===== config.mk =====
export PLATFORM = sky130hd
export DESIGN_NAME = adsr_envelope
export DESIGN_NICKNAME = d
export VERILOG_FILES = /design/src/rtl/adsr_envelope.sv
export SDC_FILE = /design/constraint.sdc
export NUM_CORES = 1
export LEC_CHECK = 0
export CAP_MARGIN = 20
export CELL_PAD_IN_SITES_DETAIL_PLACEMENT = 2
export CELL_PAD_IN_SITES_GLOBAL_PLACEMENT = 2
export CORE_UTILIZATION = 35
export CTS_CLUSTER_SIZE = 28
export DETAILED_ROUTE_END_ITERATION = 10
export GPL_ROUTABILITY_DRIVEN = 0
export PLACE_DENSITY_LB_ADDON = 0.1
export SLEW_MARGIN = 25
export SYNTH_ARGS = -nofsm -noshare
export SYNTH_HDL_FRONTEND = slang
export SYNTH_SLANG_ARGS = --single-unit

===== constraint.sdc =====
create_clock -name clk -period 5.6 [get_ports clk]
set_clock_uncertainty 0.2 [all_clocks]
set_input_delay 1.68 -clock clk [delete_from_list [all_inputs] [get_ports clk]]
set_output_delay 1.68 -clock clk [all_outputs]
set_load 0.02 [all_outputs]

===== src/rtl/adsr_envelope.sv =====
// ADSR amplitude envelope: a five-state level FSM advanced on sample ticks,
// plus a registered multiplier that scales each input sample by the pre-update level.
module adsr_envelope #(
    parameter int unsigned ATTACK_STEP   = 4,
    parameter int unsigned DECAY_STEP    = 1,
    parameter int unsigned SUSTAIN_LEVEL = 192,
    parameter int unsigned RELEASE_STEP  = 2
) (
    input  logic        clk,
    input  logic        reset,
    input  logic        note_on,
    input  logic        note_off,
    input  logic [17:0] sample_in,
    input  logic        sample_in_valid,
    output logic [17:0] sample_out,
    output logic        sample_out_valid,
    output logic [8:0]  env_level,
    output logic        envelope_active
);

    localparam int unsigned LW = 10;
    localparam int unsigned PW = 27;
    localparam int unsigned SW = 18;

    localparam logic [LW-1:0] MAX_LVL = LW'(256);
    localparam logic [LW-1:0] ATK_INC = LW'(ATTACK_STEP);
    localparam logic [LW-1:0] DEC_INC = LW'(DECAY_STEP);
    localparam logic [LW-1:0] SUS_LVL = LW'(SUSTAIN_LEVEL);
    localparam logic [LW-1:0] REL_INC = LW'(RELEASE_STEP);

    localparam logic [2:0] S_IDLE    = 3'd0;
    localparam logic [2:0] S_ATTACK  = 3'd1;
    localparam logic [2:0] S_DECAY   = 3'd2;
    localparam logic [2:0] S_SUSTAIN = 3'd3;
    localparam logic [2:0] S_RELEASE = 3'd4;

    logic [2:0]           r_state;
    logic [LW-1:0]        r_level;
    logic                 r_active;
    logic [SW-1:0]        r_sample_out;
    logic                 r_sample_out_valid;

    logic [2:0]           w_state_nxt;
    logic [LW-1:0]        w_level_nxt;
    logic [LW-1:0]        w_atk_sum;
    logic                 w_gate_held;
    logic signed [PW-1:0] w_mult_a;
    logic signed [PW-1:0] w_mult_b;
    logic signed [PW-1:0] w_prod;

    // State register
    always_ff @(posedge clk or posedge reset) begin
        if (reset) begin
            r_state  <= S_IDLE;
            r_level  <= '0;
            r_active <= 1'b0;
        end else begin
            r_state  <= w_state_nxt;
            r_level  <= w_level_nxt;
            r_active <= (w_state_nxt != S_IDLE);
        end
    end

    assign w_gate_held = (r_state == S_ATTACK) || (r_state == S_DECAY) ||
                         (r_state == S_SUSTAIN);

    // Next state and level; note events preempt the tick step on the same edge
    always_comb begin
        w_state_nxt = r_state;
        w_level_nxt = r_level;
        w_atk_sum   = r_level + ATK_INC;
        if (note_on) begin
            w_state_nxt = S_ATTACK;
        end else if (note_off && w_gate_held) begin
            w_state_nxt = S_RELEASE;
        end else if (sample_in_valid) begin
            case (r_state)
                S_ATTACK: begin
                    if (w_atk_sum >= MAX_LVL) begin
                        w_level_nxt = MAX_LVL;
                        w_state_nxt = S_DECAY;
                    end else begin
                        w_level_nxt = w_atk_sum;
                    end
                end
                S_DECAY: begin
                    if (r_level > SUS_LVL + DEC_INC) begin
                        w_level_nxt = r_level - DEC_INC;
                    end else begin
                        w_level_nxt = SUS_LVL;
                        w_state_nxt = S_SUSTAIN;
                    end
                end
                S_SUSTAIN: begin
                    w_level_nxt = SUS_LVL;
                end
                S_RELEASE: begin
                    if (r_level > REL_INC) begin
                        w_level_nxt = r_level - REL_INC;
                    end else begin
                        w_level_nxt = '0;
                        w_state_nxt = S_IDLE;
                    end
                end
                default: begin
                    w_level_nxt = '0;
                    w_state_nxt = S_IDLE;
                end
            endcase
        end
    end

    // Level never exceeds 256, so the signed 27-bit product cannot overflow
    assign w_mult_a = PW'($signed(sample_in));
    assign w_mult_b = PW'($signed({1'b0, r_level[8:0]}));
    assign w_prod   = w_mult_a * w_mult_b;

    // Output sample register; holds its value between ticks
    always_ff @(posedge clk or posedge reset) begin
        if (reset) begin
            r_sample_out       <= '0;
            r_sample_out_valid <= 1'b0;
        end else begin
            r_sample_out_valid <= sample_in_valid;
            if (sample_in_valid) begin
                r_sample_out <= SW'(w_prod >>> 8);
            end
        end
    end

    assign sample_out       = r_sample_out;
    assign sample_out_valid = r_sample_out_valid;
    assign env_level        = r_level[8:0];
    assign envelope_active  = r_active;

endmodule


==> results of run 1 <==
## flip-flops by register name, summed over array words and instances, names as in the netlist
register and flops:
sample_out 18, envelope_active 1, r_level 10, sample_out_valid 1, r_state 3
## repair_timing
action / in CTS / in global routing
pin swaps: 50 / 50
endpoints found under the setup margin: 18 / 18
setup buffers: 14 / 12
resized for setup: 158 / 59
## power by group
group          switching, mW  leakage, nW  internal (mW)
clock                  0.109       0.0841          0.222
sequential             0.103        0.426          0.313
combinational           1.61         4.33           1.39
## cells by family (layout without fill, tap and decap cells)
| kind of cell | count (synthesis) | in the layout | share of synthesized area |
|---|---|---|---|
| AOI/OAI and AO/OA | 90 | 90 | 0.0863 |
| muxes | 15 | 15 | 0.0229 |
| adders and majority gates | 189 | 189 | 0.454 |
| DFF | 33 | 33 | 0.113 |
| xor gates and xnor gates | 26 | 26 | 0.0311 |
| and+or+nand+nor | 260 | 260 | 0.181 |
| buffers and inverters | 205 | 338 | 0.112 |
## final cells by class
cell class,count,area share
Multi-Input combinational cell,580,0.645
Timing Repair Buffer,174,0.158
Sequential cell,33,0.0846
Inverter,156,0.0600
Tap cell,270,0.0346
Clock buffer,7,0.0146
Clock inverter,1,0.00308
## routing by layer
| layer | track usage | up-vias | share of wire |
|---|---|---|---|
| li1 | - | 2796 | - |
| met1 | 0.300 | 3286 | 0.42 |
| met2 | 0.474 | 65 | 0.55 |
| met3 | 0.0184 | 26 | 0.015 |
| met4 | 0.0406 | 0 | 0.014 |
| met5 | 0 | - | 0 |
## through the flow
stage | TNS [ns] | utilization
after global routing | -14.67 | 0.479
final | -12.51 | 0.479
after detailed placement | -27.19 | 0.438
after floorplan | -9.28 | -
after global placement | -25.06 | 0.438
after CTS | -12.10 | 0.468
## cell usage after synthesis (3+ instances only)
| library cell | instances |
|---|---|
| a21o_1 | 3 |
| a21oi_1 | 22 |
| a22o_1 | 3 |
| a311oi_1 | 3 |
| a31oi_1 | 4 |
| and2_1 | 86 |
| and3_1 | 9 |
| buf_1 | 8 |
| buf_2 | 4 |
| buf_4 | 10 |
| clkbuf_1 | 26 |
| dfrtp_1 | 33 |
| fa_1 | 128 |
| ha_1 | 61 |
| inv_1 | 156 |
| mux2_2 | 14 |
| nand2_1 | 100 |
| nand3_1 | 15 |
| nand4_1 | 5 |
| nor2_1 | 18 |
| nor3_1 | 7 |
| nor3b_1 | 3 |
| o211ai_1 | 3 |
| o21ai_0 | 19 |
| o22ai_1 | 5 |
| or3_1 | 4 |
| xnor2_1 | 19 |
| xor2_1 | 7 |
## final timing paths
check	startpoint	end	slack (ns)	cells after the start
max	sample_in[7]	sample_out[9]	-0.93	20
min	sample_out[17]	sample_out[17]	0.32	1
max reg2reg	r_level[4]	sample_out[9]	-0.17	18
min reg2reg	sample_out[17]	sample_out[17]	0.32	1
max in group asynchronous	reset	r_level[2]	3.27	3
min in group asynchronous	reset	sample_out_valid	1.62	3
==> impl_metrics.ini, run 1 <==
[status]
outcome = complete, but fails checks
violations = setup timing

[critical_path]
crit_family = adder cells
cpMostUsedCell = fa_2
cp_max_fo = 4
crit_chain = buf_8, buf_6, and2_1, fa_2, fa_2, fa_2, fa_1, inv_2, fa_1, inv_2, ha_4, a21o_1, a31o_4, buf_4, buf_6, a21oi_4, o21ai_4, a21oi_2, xnor2_1, mux2_2
worstPathRequired_ns = 5.57
critPathBufInv = 6
cp_slowest_cell = fa_2
critPathKind = input pin to flop
end_kind = flop
startpoint_type = input pin
slowest_delay_ns = 0.59
cp.arrival_ns = 6.49

[synthesis]
syn-num-nets = 1030
yosys-top-cells-area = fa_1, dfrtp_1, ha_1
syn_inst = 818
synth_area_leader_cell = fa_1
ys_types = 60
synth_area_um2 = 7320
yosys_warnings = 0
synth_ff_type = dfrtp_1
synth-edff-count = 0
syn_avg_cell_area_um2 = 8.95
netlist.area_leader.share = 0.350
synth_seq_cells = 33
async_flop_share = 1.00
ys_seq_area_frac = 0.113

[sta]
post-route-period-util = 1.17
fmax_mhz = 153
rsz0062_at_grt = true
slew_viol_final = 0
fin_hold_ws_ns = 0.324
tightest_slew_ns = 0.734
setup_viol_count_final = 18
setup_ws_ns = -0.926
min_period_ns = 6.53
maxSlewHeadroom = 0.511
hold_viol = 0

[detailed_routing]
wirelength_um = 26200
drt_pass1_iterations = 5
wl_per_cell_um = 21.4
drc_errors = 0
antenna_left = 0
vias_per_cell = 5.06
num_vias = 6173
drt-initial-drc-count = 165

[floorplanning]
fp-row-count = 52
core_area_um2 = 20400
ios = 52
start_util = 0.360
die_w_um = 147
die_area_um2 = 21500
die_h_um = 147

[power_and_ir_drop]
p_leak_nw = 4.84
p_total_mw = 3.74
powerDensity_nw_per_um2 = 383
ir_worst_vdd_v = 0.000149

[finish]
diodes = 0
final_common_cell = inv_1
drive_above_1_share = 0.287
multi_input_area_um2 = 6300
fill_cells = 2130
layout_common_cells = inv_1, fa_1, buf_4
seq_area_um2 = 826
fin_nets = 1162
fin_cells = 1221
fin_area_um2 = 9760
areaGrowthSynthToFinish_pct = 33.3

[clocking]
htreeDepth = 2
cts_hold_buffers = 0
clock-sinks = 33
root_buffer = clkbuf_16
clockBufferDepth = 2
cts_tree = done
clkLatencyLatePin_ns = 0.28
clkSlewWorstSetupHoldPaths_ns = 0.06
numCtsBuffers = 5

[global_route]
grt_max_degree = 34
grt_overflow = 0
grt_use_total = 0.246
grt_pass1_vias = 7462
antenna_found_initial = 0
grt_pass1_wl_um = 41200

[placed_design]
dpl.cell_count = 1191
pre_cts_ws_ns = -1.78
portBuffers = 51
post-dp-hpwl_um = 20100
placed_area_um2 = 8930

[run]
drv_cap = 0

[worst_hold_path]
min_path_type = flop to flop
Power figures use the tool's default switching activity.
==> run 2: changes to the inputs <==
REMOVE_ABC_BUFFERS = 1   (was not set)
==> impl_metrics.ini, run 2 (synthesis gave the netlist of run 1 again) <==
[status]
outcome = complete, but fails checks
violations = setup timing

[global_route]
antenna_found_initial = 0
grt_pass1_vias = 7566
grt_max_degree = 34
grt_overflow = 0
grt_pass1_wl_um = 41700
grt_use_total = 0.251

[sta]
slew_viol_final = 0
rsz0062_at_grt = true
fin_setup_tns_ns = -14.26
fin_hold_ws_ns = 0.313
hold_viol = 0
post-route-period-util = 1.17
tightest_slew_ns = 0.982
setup_viol_count_final = 18
fmax_mhz = 153
setup_ws_ns = -0.950
min_period_ns = 6.55
maxSlewHeadroom = 0.346

[power_and_ir_drop]
p_clk_frac = 0.078
switching_power_mw = 1.88
switching_share = 0.495
p_leak_nw = 4.90
internal_power_mw = 1.92
powerDensity_nw_per_um2 = 387
p_total_mw = 3.80
p_comb_frac = 0.816
p_seq_frac = 0.107
ir_worst_vdd_v = 0.000215

[detailed_routing]
antenna_left = 0
wl_per_cell_um = 21.9
met1_length_um = 10900
wirelength_um = 27000
drt-initial-drc-count = 207
drc_errors = 0
num_vias = 6290
route.met3.wl_um = 451
vias_per_cell = 5.12
met2_length_um = 14900
drt_pass1_iterations = 4
routed.top_layer = met4

[finish]
largest_reg_flops = 18
final_common_cell = inv_1
drive_above_1_share = 0.291
multi_input_area_um2 = 6330
fill_cells = 2168
fin_cells = 1228
layout_common_cells = inv_1, fa_1, buf_4
areaGrowthSynthToFinish_pct = 34.0
diodes = 0
seq_area_um2 = 826
fin_nets = 1169

[clocking]
htreeDepth = 2
clkLatencyLatePin_ns = 0.28
clock-sinks = 33
root_buffer = clkbuf_16
cts_hold_buffers = 0
clkSlewWorstSetupHoldPaths_ns = 0.06
cts_tree = done
numCtsBuffers = 5
clockBufferDepth = 2

[critical_path]
startpoint_type = input pin
crit_start = sample_in[10]
r2r-end = sample_out[14]
r2r_slack_ns = -0.24
critPathKind = input pin to flop
r2r-start = r_level[6]
end_kind = flop
cp_max_fo = 5
cp.arrival_ns = 6.51
r2r_cells = 21
endpoint = sample_out[14]
worstPathRequired_ns = 5.56

[floorplanning]
die_h_um = 147
ios = 52
fp-row-count = 52
start_util = 0.360
core_area_um2 = 20400
die_area_um2 = 21500
die_w_um = 147

[placed_design]
post-dp-hpwl_um = 20100
dpl.cell_count = 1200
portBuffers = 51

[worst_hold_path]
min_path_type = flop to flop

[run]
drv_cap = 0
==> run 2: cell types whose count changed in the layout (fill, tap and decap cells not counted), sizes merged <==
cell,previous run,this run
clkbuf,11,9
dlygate4sd2,0,1
buf,136,143
clkinv,0,1
bufinv,1,0
clkdlybuf4s15,1,2
==> run 2: timing repair <==
item,CTS,global route
pin swaps,73,44
endpoints found under the setup margin,18,18
gates resized for setup,190,48
setup buffers,16,6
==> run 2: power by group through the flow <==
stage | registers, mW | clock network, mW | logic, mW
after floorplan | 0.489 | 0 | 1.41
after global placement | 0.398 | 0 | 2.42
after detailed placement | 0.402 | 0 | 2.57
after CTS | 0.402 | 0.296 | 2.89
after global routing | 0.411 | 0.313 | 3.39
final | 0.404 | 0.295 | 3.10
==> run 2: worst min-delay path by stage <==
stage | startpoint | to | slack, ns | depth (start not counted)
after detailed placement | sample_out[12] | sample_out[12] | 0.30 | 1
after CTS | sample_out[12] | sample_out[12] | 0.32 | 1
final | sample_out[12] | sample_out[12] | 0.31 | 1
after global placement | sample_out[12] | sample_out[12] | 0.29 | 1
after global routing | sample_out[2] | sample_out[2] | 0.34 | 1
after floorplan | r_level[9] | r_level[9] | 0.28 | 1
==> run 2: metrics by stage <==
step	utilization	cell area, µm²	setup WS, ns
detailed placement	0.432	8790	-2.08
floorplan	-	7090	-1.09
global route	0.482	9810	-1.10
global placement	0.432	8790	-1.82
finish	0.482	9810	-0.950
CTS	0.468	9520	-1.06
==> run 2: layout make-up <==
class	instances	share of cell area
clock buffers	7	0.0156
clock inverters	1	0.000510
inverters	156	0.0597
multi-input cells	580	0.645
flip-flops and latches	33	0.0842
well taps	270	0.0344
repair buffers	181	0.161
==> run 2: routing by layer <==
layer  GRT usage  vias to the layer above
met5           0                        -
met2       0.480                      102
li1            -                     2806
met3      0.0194                       42
met4      0.0635                        0
met1       0.299                     3340
==> run 2: critical path, cell delays in order <==
cell and delay (ns):
buf_2 0.14, buf_4 0.15, and2_1 0.18, fa_1 0.49, fa_2 0.60, fa_1 0.44
fa_1 0.54, inv_2 0.05, fa_1 0.54, inv_2 0.06, ha_4 0.29, nand3_2 0.09
nor2_4 0.14, buf_6 0.12, nand3_4 0.09, o211ai_4 0.23, buf_6 0.15, buf_6 0.10
nand2_4 0.05, xnor2_2 0.12, mux2_4 0.26
==> run 3: changes to the inputs <==
clock period = 5.86 ns   (was 5.6 ns; I/O delays follow)
==> impl_metrics.ini, run 3 (synthesis gave the netlist of run 1 again) <==
[sta]
min_period_ns = 6.68
rsz0062_at_grt = true
maxSlewHeadroom = 0.462
slew_viol_final = 0
post-route-period-util = 1.14
setup_ws_ns = -0.823
tightest_slew_ns = 0.808
fin_setup_tns_ns = -11.52
fin_hold_ws_ns = 0.317
hold_viol = 0
setup_viol_count_final = 18
fmax_mhz = 150

[clocking]
root_buffer = clkbuf_16
clkLatencyLatePin_ns = 0.28
numCtsBuffers = 5
cts_hold_buffers = 0
cts_tree = done
clockBufferDepth = 2
clkSlewWorstSetupHoldPaths_ns = 0.06
htreeDepth = 2
clock-sinks = 33

[global_route]
grt_use_total = 0.258
grt_pass1_wl_um = 42600
use_met3 = 0.0231
grtUsageMet1 = 0.297
grt_overflow = 0
grt_busiest_layer = met2
antenna_found_initial = 1
grt_max_degree = 34
grtUsageMet2 = 0.501
grt_pass1_vias = 7714

[detailed_routing]
antenna_left = 0
num_vias = 6236
wirelength_um = 27300
drt-initial-drc-count = 175
drt_pass1_iterations = 4
drc_errors = 0
vias_per_cell = 5.11
wl_per_cell_um = 22.4

[critical_path]
endpoint = sample_out[14]
crit_start = sample_in[11]
cp_max_fo = 5
r2r_cells = 19
end_kind = flop
startpoint_type = input pin
r2r-end = sample_out[16]
worstPathRequired_ns = 5.83
r2r-start = r_level[1]
r2r_slack_ns = -0.01
cp.arrival_ns = 6.65
critPathKind = input pin to flop

[finish]
multi_input_area_um2 = 6260
final_util = 0.474
drive_above_1_share = 0.284
fill_cells = 2174
layout_common_cells = inv_1, fa_1, buf_4
final_common_cell = inv_1
fin_cells = 1221
fin_nets = 1162
areaGrowthSynthToFinish_pct = 31.9
seq_area_um2 = 827
largest_reg_flops = 18
fin_area_um2 = 9660
diodes = 0

[placed_design]
portBuffers = 51
dpl.cell_count = 1192
pre_cts_ws_ns = -1.93
post-dp-hpwl_um = 20300
placed_area_um2 = 8740

[worst_hold_path]
min_path_type = flop to flop
min_from = sample_out[1]

[floorplanning]
core_area_um2 = 20400
fp-row-count = 52
die_h_um = 147
die_w_um = 147
start_util = 0.360
ios = 52
die_area_um2 = 21500

[power_and_ir_drop]
powerDensity_nw_per_um2 = 367
ir_worst_vdd_v = 0.000168
p_total_mw = 3.54
p_leak_nw = 4.86

[status]
violations = setup timing
outcome = complete, but fails checks

[run]
drv_cap = 0
==> run 3: final cells by class <==
cell class / count / share of cell area
Multi-Input combinational cell: 580 / 0.648
Timing Repair Buffer: 174 / 0.156
Sequential cell: 33 / 0.0856
Clock inverter: 3 / 0.00181
Clock buffer: 5 / 0.0130
Tap cell: 270 / 0.0350
Inverter: 156 / 0.0606
==> run 3: worst min path at each step <==
stage / to / cells past startpoint
after detailed placement: sample_out[0] / 1
after CTS: sample_out[1] / 1
after global routing: sample_out[1] / 1
after floorplan: r_level[9] / 1
final: sample_out[1] / 1
after global placement: sample_out[12] / 1
==> run 3: worst max-delay path, cell delays in order <==
cell	delay, ns
buf_2	0.14
buf_6	0.14
and2_1	0.16
fa_1	0.47
fa_1	0.54
fa_1	0.48
fa_1	0.56
inv_1	0.07
fa_1	0.56
inv_1	0.08
ha_4	0.27
nand3_2	0.09
nor2_4	0.11
buf_4	0.15
nand3_4	0.09
o211ai_2	0.24
buf_6	0.14
buf_4	0.10
buf_6	0.10
nand2_2	0.05
xnor2_1	0.11
mux2_2	0.26
==> run 3: where the power goes <==
part | switching, mW | internal [mW] | leakage [nW]
clock | 0.104 | 0.156 | 0.0696
sequential | 0.0874 | 0.299 | 0.424
combinational | 1.58 | 1.32 | 4.37
==> run 3: layer usage <==
metal	vias up	share of wire
met4	2	0.021
met5	-	0.00037
met3	39	0.025
met1	3299	0.40
li1	2799	-
met2	97	0.56
==> run 3: repair_timing <==
item,in CTS,in global routing
gates resized for setup,177,56
buffers inserted,17,6
endpoints found under the setup margin,18,18
pin swaps,64,43
